## config.mk

```make
export PLATFORM = sky130hd
export DESIGN_NAME = ct_spsram_256x100_arb
export DESIGN_NICKNAME = d
export VERILOG_FILES = /design/src/rtl/ct_spsram_arb_pkg.sv /design/src/rtl/ct_spsram_256x100_arb_cmd_reg.sv /design/src/rtl/ct_spsram_256x100_arb.sv
export SDC_FILE = /design/constraint.sdc
export NUM_CORES = 1
export LEC_CHECK = 0
export ABC_CLOCK_PERIOD_IN_PS = 2700
export CORE_AREA = 2 2 208 210
export CTS_BUF_LIST = sky130_fd_sc_hd__clkbuf_8 sky130_fd_sc_hd__clkbuf_16
export CTS_CLUSTER_SIZE = 12
export DETAILED_ROUTE_END_ITERATION = 16
export DIE_AREA = 0 0 210 212
export SKIP_LAST_GASP = 1
export SYNTH_ARGS = -nofsm -noshare
export SYNTH_HDL_FRONTEND = slang
export SYNTH_SLANG_ARGS = --single-unit
```

## constraint.sdc

```tcl
create_clock -name forever_cpuclk -period 2.7 [get_ports forever_cpuclk]
set_input_delay 0.27 -clock forever_cpuclk [delete_from_list [all_inputs] [get_ports forever_cpuclk]]
set_output_delay 0.27 -clock forever_cpuclk [all_outputs]
set_load 0.1 [all_outputs]
```

## src/rtl/ct_spsram_arb_pkg.sv

```systemverilog
// Shared types, constants and helpers for the 256x100 single-port SRAM
// controller/arbiter: FSM state, round-robin history encoding and the
// lane-mask to active-low bit-write-enable expansion.
package ct_spsram_arb_pkg;

  localparam int LANE_WIDTH = 25;
  localparam int LANES      = 4;
  localparam int WEN_WIDTH  = LANES * LANE_WIDTH;

  typedef enum logic {
    ST_INIT = 1'b0,
    ST_RUN  = 1'b1
  } state_t;

  // Which requester received the most recent grant.
  typedef enum logic {
    RR_WRITE = 1'b0,
    RR_READ  = 1'b1
  } rr_t;

  // A set mask bit enables its whole lane, so the lane's WEN bits go low.
  function automatic logic [WEN_WIDTH-1:0] lane_mask_to_wen(input logic [LANES-1:0] mask);
    logic [WEN_WIDTH-1:0] wen;
    wen = '1;
    for (int k = 0; k < LANES; k++) begin
      if (mask[k]) begin
        wen[k*LANE_WIDTH +: LANE_WIDTH] = '0;
      end
    end
    return wen;
  endfunction

endpackage

```

## src/rtl/ct_spsram_256x100_arb_cmd_reg.sv

```systemverilog
// Registered SRAM command port. Every control seen by the macro comes
// straight from a flop; address and data only reload when a command
// actually uses them so they hold across idle cycles.
module ct_spsram_cmd_reg
  import ct_spsram_arb_pkg::*;
#(
  parameter int ADDR_WIDTH = 8,
  parameter int DATA_WIDTH = 100
) (
  input  logic                  i_clk,
  input  logic                  i_rst_n,
  input  logic                  i_cen,
  input  logic                  i_gwen,
  input  logic [DATA_WIDTH-1:0] i_wen,
  input  logic                  i_a_ld,
  input  logic [ADDR_WIDTH-1:0] i_a,
  input  logic                  i_d_ld,
  input  logic [DATA_WIDTH-1:0] i_d,
  output logic                  o_cen,
  output logic                  o_gwen,
  output logic [DATA_WIDTH-1:0] o_wen,
  output logic [ADDR_WIDTH-1:0] o_a,
  output logic [DATA_WIDTH-1:0] o_d
);

  logic                  r_cen;
  logic                  r_gwen;
  logic [DATA_WIDTH-1:0] r_wen;
  logic [ADDR_WIDTH-1:0] r_a;
  logic [DATA_WIDTH-1:0] r_d;

  // Control flops: reset to an idle (deselected, no-write) command.
  always_ff @(posedge i_clk or negedge i_rst_n) begin
    if (!i_rst_n) begin
      r_cen  <= 1'b1;
      r_gwen <= 1'b1;
      r_wen  <= '1;
    end else begin
      r_cen  <= i_cen;
      r_gwen <= i_gwen;
      r_wen  <= i_wen;
    end
  end

  // Address/data flops: load only when the issued command needs them.
  always_ff @(posedge i_clk or negedge i_rst_n) begin
    if (!i_rst_n) begin
      r_a <= '0;
      r_d <= '0;
    end else begin
      if (i_a_ld) r_a <= i_a;
      if (i_d_ld) r_d <= i_d;
    end
  end

  assign o_cen  = r_cen;
  assign o_gwen = r_gwen;
  assign o_wen  = r_wen;
  assign o_a    = r_a;
  assign o_d    = r_d;

endmodule

```

## src/rtl/ct_spsram_256x100_arb.sv

```systemverilog
// Controller/arbiter in front of a 256x100 single-port SRAM macro.
// Clears the array after reset (or on init_req), then shares the port
// between one writer and one reader with round-robin tie-breaking.
module ct_spsram_256x100_arb
  import ct_spsram_arb_pkg::*;
#(
  parameter int ADDR_WIDTH = 8,
  parameter int DATA_WIDTH = 100
) (
  input  logic                  forever_cpuclk,
  input  logic                  cpurst_b,
  input  logic                  init_req,
  output logic                  init_busy,
  output logic                  init_done,
  input  logic                  wr_req,
  input  logic [ADDR_WIDTH-1:0] wr_addr,
  input  logic [DATA_WIDTH-1:0] wr_data,
  input  logic [LANES-1:0]      wr_mask,
  output logic                  wr_gnt,
  input  logic                  rd_req,
  input  logic [ADDR_WIDTH-1:0] rd_addr,
  output logic                  rd_gnt,
  output logic                  rd_vld,
  output logic [DATA_WIDTH-1:0] rd_data,
  output logic [ADDR_WIDTH-1:0] sram_a,
  output logic                  sram_cen,
  output logic                  sram_gwen,
  output logic [DATA_WIDTH-1:0] sram_wen,
  output logic [DATA_WIDTH-1:0] sram_d,
  input  logic [DATA_WIDTH-1:0] sram_q
);

  localparam int DEPTH = 2 ** ADDR_WIDTH;
  localparam logic [ADDR_WIDTH-1:0] LAST_ADDR = ADDR_WIDTH'(DEPTH - 1);

  state_t                r_state;
  state_t                w_state_nxt;
  logic [ADDR_WIDTH-1:0] r_cnt;
  logic [ADDR_WIDTH-1:0] w_cnt_nxt;
  rr_t                   r_rr_last;
  rr_t                   w_rr_nxt;
  logic                  w_pick_wr;
  logic                  w_pick_rd;

  logic                  w_cmd_cen;
  logic                  w_cmd_gwen;
  logic [DATA_WIDTH-1:0] w_cmd_wen;
  logic                  w_cmd_a_ld;
  logic [ADDR_WIDTH-1:0] w_cmd_a;
  logic                  w_cmd_d_ld;
  logic [DATA_WIDTH-1:0] w_cmd_d;

  logic                  r_rd_vld_p1;
  logic                  r_rd_vld_p2;

  assign init_busy = (r_state == ST_INIT);
  assign init_done = (r_state == ST_INIT) && (r_cnt == LAST_ADDR);

  // Next-state, arbitration and command selection.
  always_comb begin
    w_state_nxt = r_state;
    w_cnt_nxt   = r_cnt;
    w_rr_nxt    = r_rr_last;
    w_pick_wr   = 1'b0;
    w_pick_rd   = 1'b0;
    wr_gnt      = 1'b0;
    rd_gnt      = 1'b0;
    w_cmd_cen   = 1'b1;
    w_cmd_gwen  = 1'b1;
    w_cmd_wen   = '1;
    w_cmd_a_ld  = 1'b0;
    w_cmd_a     = '0;
    w_cmd_d_ld  = 1'b0;
    w_cmd_d     = '0;

    case (r_state)
      ST_INIT: begin
        // Sweep: one full-width zero write per cycle.
        w_cmd_cen  = 1'b0;
        w_cmd_gwen = 1'b0;
        w_cmd_wen  = '0;
        w_cmd_a_ld = 1'b1;
        w_cmd_a    = r_cnt;
        w_cmd_d_ld = 1'b1;
        w_cmd_d    = '0;
        if (r_cnt == LAST_ADDR) begin
          // Counter saturates here so the sweep never repeats by itself.
          w_state_nxt = ST_RUN;
        end else begin
          w_cnt_nxt = r_cnt + 1'b1;
        end
      end
      ST_RUN: begin
        if (init_req) begin
          w_state_nxt = ST_INIT;
          w_cnt_nxt   = '0;
        end else begin
          // On a tie, serve whoever did not get the last grant.
          w_pick_wr = wr_req && (!rd_req || (r_rr_last == RR_READ));
          w_pick_rd = rd_req && !w_pick_wr;
          wr_gnt    = w_pick_wr;
          rd_gnt    = w_pick_rd;
          if (w_pick_wr) begin
            w_rr_nxt   = RR_WRITE;
            w_cmd_cen  = 1'b0;
            w_cmd_gwen = 1'b0;
            w_cmd_wen  = lane_mask_to_wen(wr_mask);
            w_cmd_a_ld = 1'b1;
            w_cmd_a    = wr_addr;
            w_cmd_d_ld = 1'b1;
            w_cmd_d    = wr_data;
          end else if (w_pick_rd) begin
            w_rr_nxt   = RR_READ;
            w_cmd_cen  = 1'b0;
            w_cmd_a_ld = 1'b1;
            w_cmd_a    = rd_addr;
          end
        end
      end
      default: begin
        w_state_nxt = ST_INIT;
        w_cnt_nxt   = '0;
      end
    endcase
  end

  // FSM state, sweep counter and round-robin history.
  always_ff @(posedge forever_cpuclk or negedge cpurst_b) begin
    if (!cpurst_b) begin
      r_state   <= ST_INIT;
      r_cnt     <= '0;
      r_rr_last <= RR_READ;
    end else begin
      r_state   <= w_state_nxt;
      r_cnt     <= w_cnt_nxt;
      r_rr_last <= w_rr_nxt;
    end
  end

  // Read-valid pipeline: command edge, then macro access edge.
  always_ff @(posedge forever_cpuclk or negedge cpurst_b) begin
    if (!cpurst_b) begin
      r_rd_vld_p1 <= 1'b0;
      r_rd_vld_p2 <= 1'b0;
    end else begin
      r_rd_vld_p1 <= rd_gnt;
      r_rd_vld_p2 <= r_rd_vld_p1;
    end
  end

  assign rd_vld  = r_rd_vld_p2;
  assign rd_data = sram_q;

  ct_spsram_cmd_reg #(
    .ADDR_WIDTH (ADDR_WIDTH),
    .DATA_WIDTH (DATA_WIDTH)
  ) u_cmd_reg (
    .i_clk   (forever_cpuclk),
    .i_rst_n (cpurst_b),
    .i_cen   (w_cmd_cen),
    .i_gwen  (w_cmd_gwen),
    .i_wen   (w_cmd_wen),
    .i_a_ld  (w_cmd_a_ld),
    .i_a     (w_cmd_a),
    .i_d_ld  (w_cmd_d_ld),
    .i_d     (w_cmd_d),
    .o_cen   (sram_cen),
    .o_gwen  (sram_gwen),
    .o_wen   (sram_wen),
    .o_a     (sram_a),
    .o_d     (sram_d)
  );

endmodule

```

; Word-level counts from Yosys, hierarchy flattened
; Cells that the tools add are included.
[totals]
register_bits = 222
inputBits = 225
out_inout_bits = 315
wordCells = 65
[classes]
n_addsub = 1
n_eq_ne = 3
n_mux = 40
bitwise = 2
n_reduce_logical = 9
[ops]
columns = op, count
row1 = 100-bit two-way mux, 4
row2 = 100-bit case mux with 2 select lines, 2
row3 = 25-bit two-way mux, 4
row4 = 8-bit two-way mux, 5
row5 = 8-bit case mux with 2 select lines, 2
row6 = 1-bit two-way mux, 18
row7 = 1-bit case mux with 2 select lines, 5
row8 = "8-bit by 1-bit adder with 8-bit output, second input constant", 1
row9 = "8-bit == test, second input constant", 1
row10 = "2-bit != test, second input constant", 2
row11 = 1-bit logical AND, 3
row12 = 3-bit AND reduction, 1
row13 = 1-bit zero test, 2
row14 = 1-bit NOT, 2
row15 = 2-bit AND reduction, 1
row16 = 2-bit nonzero test, 1
row17 = 1-bit logical OR, 1

; Logic depth before layout (Yosys ltp)
[depth]
word_depth = 9
depth_mapped = 6
mapped_depth_nobuf = 4

; Cells and area by module
; A second synthesis with hierarchy kept.
[unflattened]
hier_cells = 627
area_unflattened_um2 = 9417.8
[modules_own_cells]
columns = mod, instances, cells_each, area_per_inst_um2, seq_area_each_um2
row1 = ct_spsram_cmd_reg, 1, 330, 7190.6, 5382.7
row2 = ct_spsram_256x100_arb, 1, 297, 2227.1, 301.5

; Least setup slack after synthesis
; OpenSTA, ideal clock, no wires.
[synth_path]
path_kind = reg-to-reg
start = register r_state
end = register u_cmd_reg.r_a[3] (netlist: u_cmd_reg.o_a[3])
setup_time_ns = 0.084
arrival_time_ns = 1.901
t_required_ns = 2.616
path_slack_ns = 0.715
path_stages_with_launch = 5
path_buffers = 1
synth_period_minus_slack_ns = 1.985
cell_sequence = dfrtp_1 > inv_1 > clkbuf_1 > nor3_1 > a31oi_1
[synth_via]
elab_chain_cells = 2
word_cells_on_any_way = 3
classes_between = mux (2) / bitwise (1)
[synth_lines]
columns = item, line_no
row1 = from (decl), ct_spsram_256x100_arb.sv:36  ; state_t r_state;
row2 = from (signal assigned), ct_spsram_256x100_arb.sv:134  ; r_state <= w_state_nxt;
row3 = 1-bit NOT *, n/a
row4 = net init_busy, ct_spsram_256x100_arb.sv:13  ; output logic init_busy,
row5 = 8-bit case mux with 2 select lines / 1-bit case mux with 2 select lines (equally long branches), ct_spsram_256x100_arb.sv:76  ; case (r_state)
row6 = to (signal assigned), ct_spsram_256x100_arb_cmd_reg.sv:51  ; if (i_a_ld) r_a <= i_a;
row7 = to (decl), ct_spsram_256x100_arb_cmd_reg.sv:29  ; logic [ADDR_WIDTH-1:0] r_a;
; The timed path passes the listed nets; every way through them passes the cells marked *.
; A chain may end at the register's enable or synchronous reset.

; Worst setup path after layout
[layout_path]
start = register r_rr_last
end = output wr_gnt
[layout_via]
elab_chain_cells = 4
[layout_lines]
columns = item, line_no
row1 = from (decl), ct_spsram_256x100_arb.sv:40  ; rr_t r_rr_last;
row2 = from (signal assigned), ct_spsram_256x100_arb.sv:136  ; r_rr_last <= w_rr_nxt;
row3 = 1-bit logical OR, ct_spsram_256x100_arb.sv:99  ; w_pick_wr = wr_req && (!rd_req || (r_rr_last == RR_READ));
row4 = 1-bit logical AND, ct_spsram_256x100_arb.sv:99
row5 = 1-bit two-way mux, ct_spsram_256x100_arb.sv:94  ; if (init_req) begin
row6 = 1-bit two-way mux, ct_spsram_256x100_arb.sv:76
row7 = to (decl), ct_spsram_256x100_arb.sv:19  ; output logic wr_gnt,
; Every way passes these cells.

==> flow_metrics.tcl <==
set metrics [dict create \
    outcome "completed" \
    cts_sinks 126 \
    r2r_cells 4 \
    cts_buffers 17 \
    synth_top_area_cell "dfrtp_1" \
    netlist_instances 546 \
    finish.utilization_pct 21.1 \
    grt_pass1_vias 4473 \
    routedWlPerCell_um 19.2 \
    port_buffers 339 \
    syn_area_per_cell_um2 11.8 \
    synth_cell_types 45 \
    finalClockSkew_ns 0.00878 \
    drc 0 \
    hp-class "input port to asynchronous set/reset pin" \
    rrSetupSlack_ns 0.74 \
    insertion_delay_ns 0.43 \
    gp_congestion 0.750 \
    dieArea_um2 44500 \
    min_period_over_period_pct 84.1 \
    tightest_slew_ns 0.647 \
    synth_top_area_share_pct 46.4 \
    timing.final.ws_setup_ns 0.429 \
    final_nets 913 \
    clkSlewWorstSetupHoldPaths_ns 0.06 \
    core-area_um2 42500 \
    end_kind "primary output" \
    area_delta_synth_final_pct 39.6 \
    die-width_um 210 \
    fp.dieH_um 212 \
    clockRootBuffer "clkbuf_16" \
    firstDrtPassIters 4 \
    synth_edf_count 0 \
    fp-row-count 76 \
    ys_ff_latch 126 \
    drt_iter0_drc 224 \
    wirelength_mm 23.9 \
    slew_viol_final 0 \
    p_leak_nw 4.22 \
    start_util_pct 15.1 \
    fmax_ghz 0.440 \
    ioPinCount 540 \
    maxSlewHeadroom_pct 56.8 \
    worstPathRequired_ns 2.43 \
    track_usage_pct 10.3 \
    synth_nets 772 \
    path_class "flip-flop to primary output" \
    critPathArrivalTime_ns 2.00 \
    place_hpwl_mm 19.1 \
    power.total_mw 5.73 \
    synth_flop_cell "dfrtp_1" \
    clockBufferDepth 2 \
    cap_violations 0 \
    rsz0062_at_grt "no" \
    fin_setup_tns_ns 0 \
    vias 4489 \
    grt_max_degree 76 \
    mostFrequentLayoutCells "220 x buf_4, 123 x clkdlybuf4s50_1, 119 x dfrtp_1" \
    synth_area_um2 6420 \
    peakVddDrop_mv 0.384 \
    dp_slack_ns 0.535 \
    final_common_cell "buf_4" \
    hold_violations 0 \
    start_kind "flip-flop" \
    setup_viol 0 \
    cts-resized-gates 0 \
    grt-ovfl-total 0 \
    synth-seq-area-share_pct 49.2 \
    ys_async_sr_fraction_pct 100 \
    cellPowerDensity_nw_per_um2 640 \
    path_max_fanout 18 \
    grt_pass1_wl_mm 32.7 \
    postRouteAntennaNets 0 \
    synthTopCellsByArea "dfrtp_1 46%, buf_4 23%, a22o_1 14%" \
    yosysWarningCount 0 \
    min_period_ns 2.27 \
    fillers 4558 \
    routed_via_density 3.60 \
    antenna_found_initial 9 \
    cts_tree "done" \
    drive_gt1_share_pct 38.3 \
    htree_levels 4 \
]
final cells by class:
cell class	count	area [um2]	area share, %
Antenna cell	2	5.00	0.0558
Clock inverter	14	153	1.70
Clock buffer	18	439	4.90
Sequential cell	126	3160	35.3
Timing Repair Buffer	350	3000	33.5
Inverter	4	15.0	0.168
Multi-Input combinational cell	188	1500	16.8
Tap cell	546	683	7.62
synth_stat cells (3+ instances only):
cell type	number
buf_4	198
nor2b_1	3
a21oi_1	3
mux2i_1	6
o21bai_1	5
nor3_1	7
a31oi_1	8
nand2_1	5
buf_2	11
dfrtp_1	119
nand4_1	7
dfstp_2	7
inv_1	4
a22o_1	101
nand3_1	10
buf_6	17
routing by layer:
| layer | GRT usage (%) | part of all wire (%) |
|---|---|---|
| met1 | 10.6 | 35 |
| met2 | 17.8 | 53 |
| met3 | 4.28 | 8.6 |
| met4 | 5.94 | 3.7 |
| met5 | 0 | 0.054 |
worst paths after layout:
path	start	to
setup / recovery	r_rr_last	wr_gnt
hold / removal	cpurst_b	u_cmd_reg.o_d[83]
setup reg to reg	r_rr_last	u_cmd_reg.o_d[32]
hold reg to reg	r_rd_vld_p1	rd_vld
max in group asynchronous	cpurst_b	u_cmd_reg.o_d[38]
min in group forever_cpuclk	wr_mask[2]	u_cmd_reg.o_wen[74]
sequential cells by signal (all words and copies together), names as in the netlist:
| register | count |
|---|---|
| r_state | 1 |
| r_cnt | 8 |
| u_cmd_reg.o_gwen | 1 |
| u_cmd_reg.o_wen | 4 |
| u_cmd_reg.o_a | 8 |
| r_rr_last | 1 |
| u_cmd_reg.o_d | 100 |
| u_cmd_reg.o_cen | 1 |
| rd_vld | 1 |
| r_rd_vld_p1 | 1 |
cell families after synthesis:
family / after synthesis / share of synthesized area, %
compound gates: 134 / 17.8
fa+ha+maj: 1 / 0.195
buf+inv: 232 / 27.3
flops: 126 / 49.2
mux: 7 / 1.11
simple gates: 46 / 4.35
worst max-delay path: stages, from the launching register on:
cell      delay [ns]
dfstp_2         0.54
nand2b_1        0.33
and3_4          0.46
buf_12          0.22
power breakdown:
group / switching (mW) / internal [mW] / leakage [nW]
clock: 0.871 / 1.46 / 0.295
sequential: 0.142 / 2.01 / 1.70
combinational: 0.852 / 0.403 / 2.22
total: 1.86 / 3.87 / 4.22
stage by stage:
stage	hold WS, ns	area (um2)	cells
floorplan	-0.0256	6420	546
global placement	0.224	8360	1213
detailed placement	0.209	8360	1213
CTS	0.314	8960	1246
global route	0.335	8960	1248
finish	0.303	8960	1248
repair_timing:
item	in CTS	in global routing
buffers inserted	0	0
hold buffers	1	0
hold endpoints to repair	33	0
(Power assumes the default switching activity.)
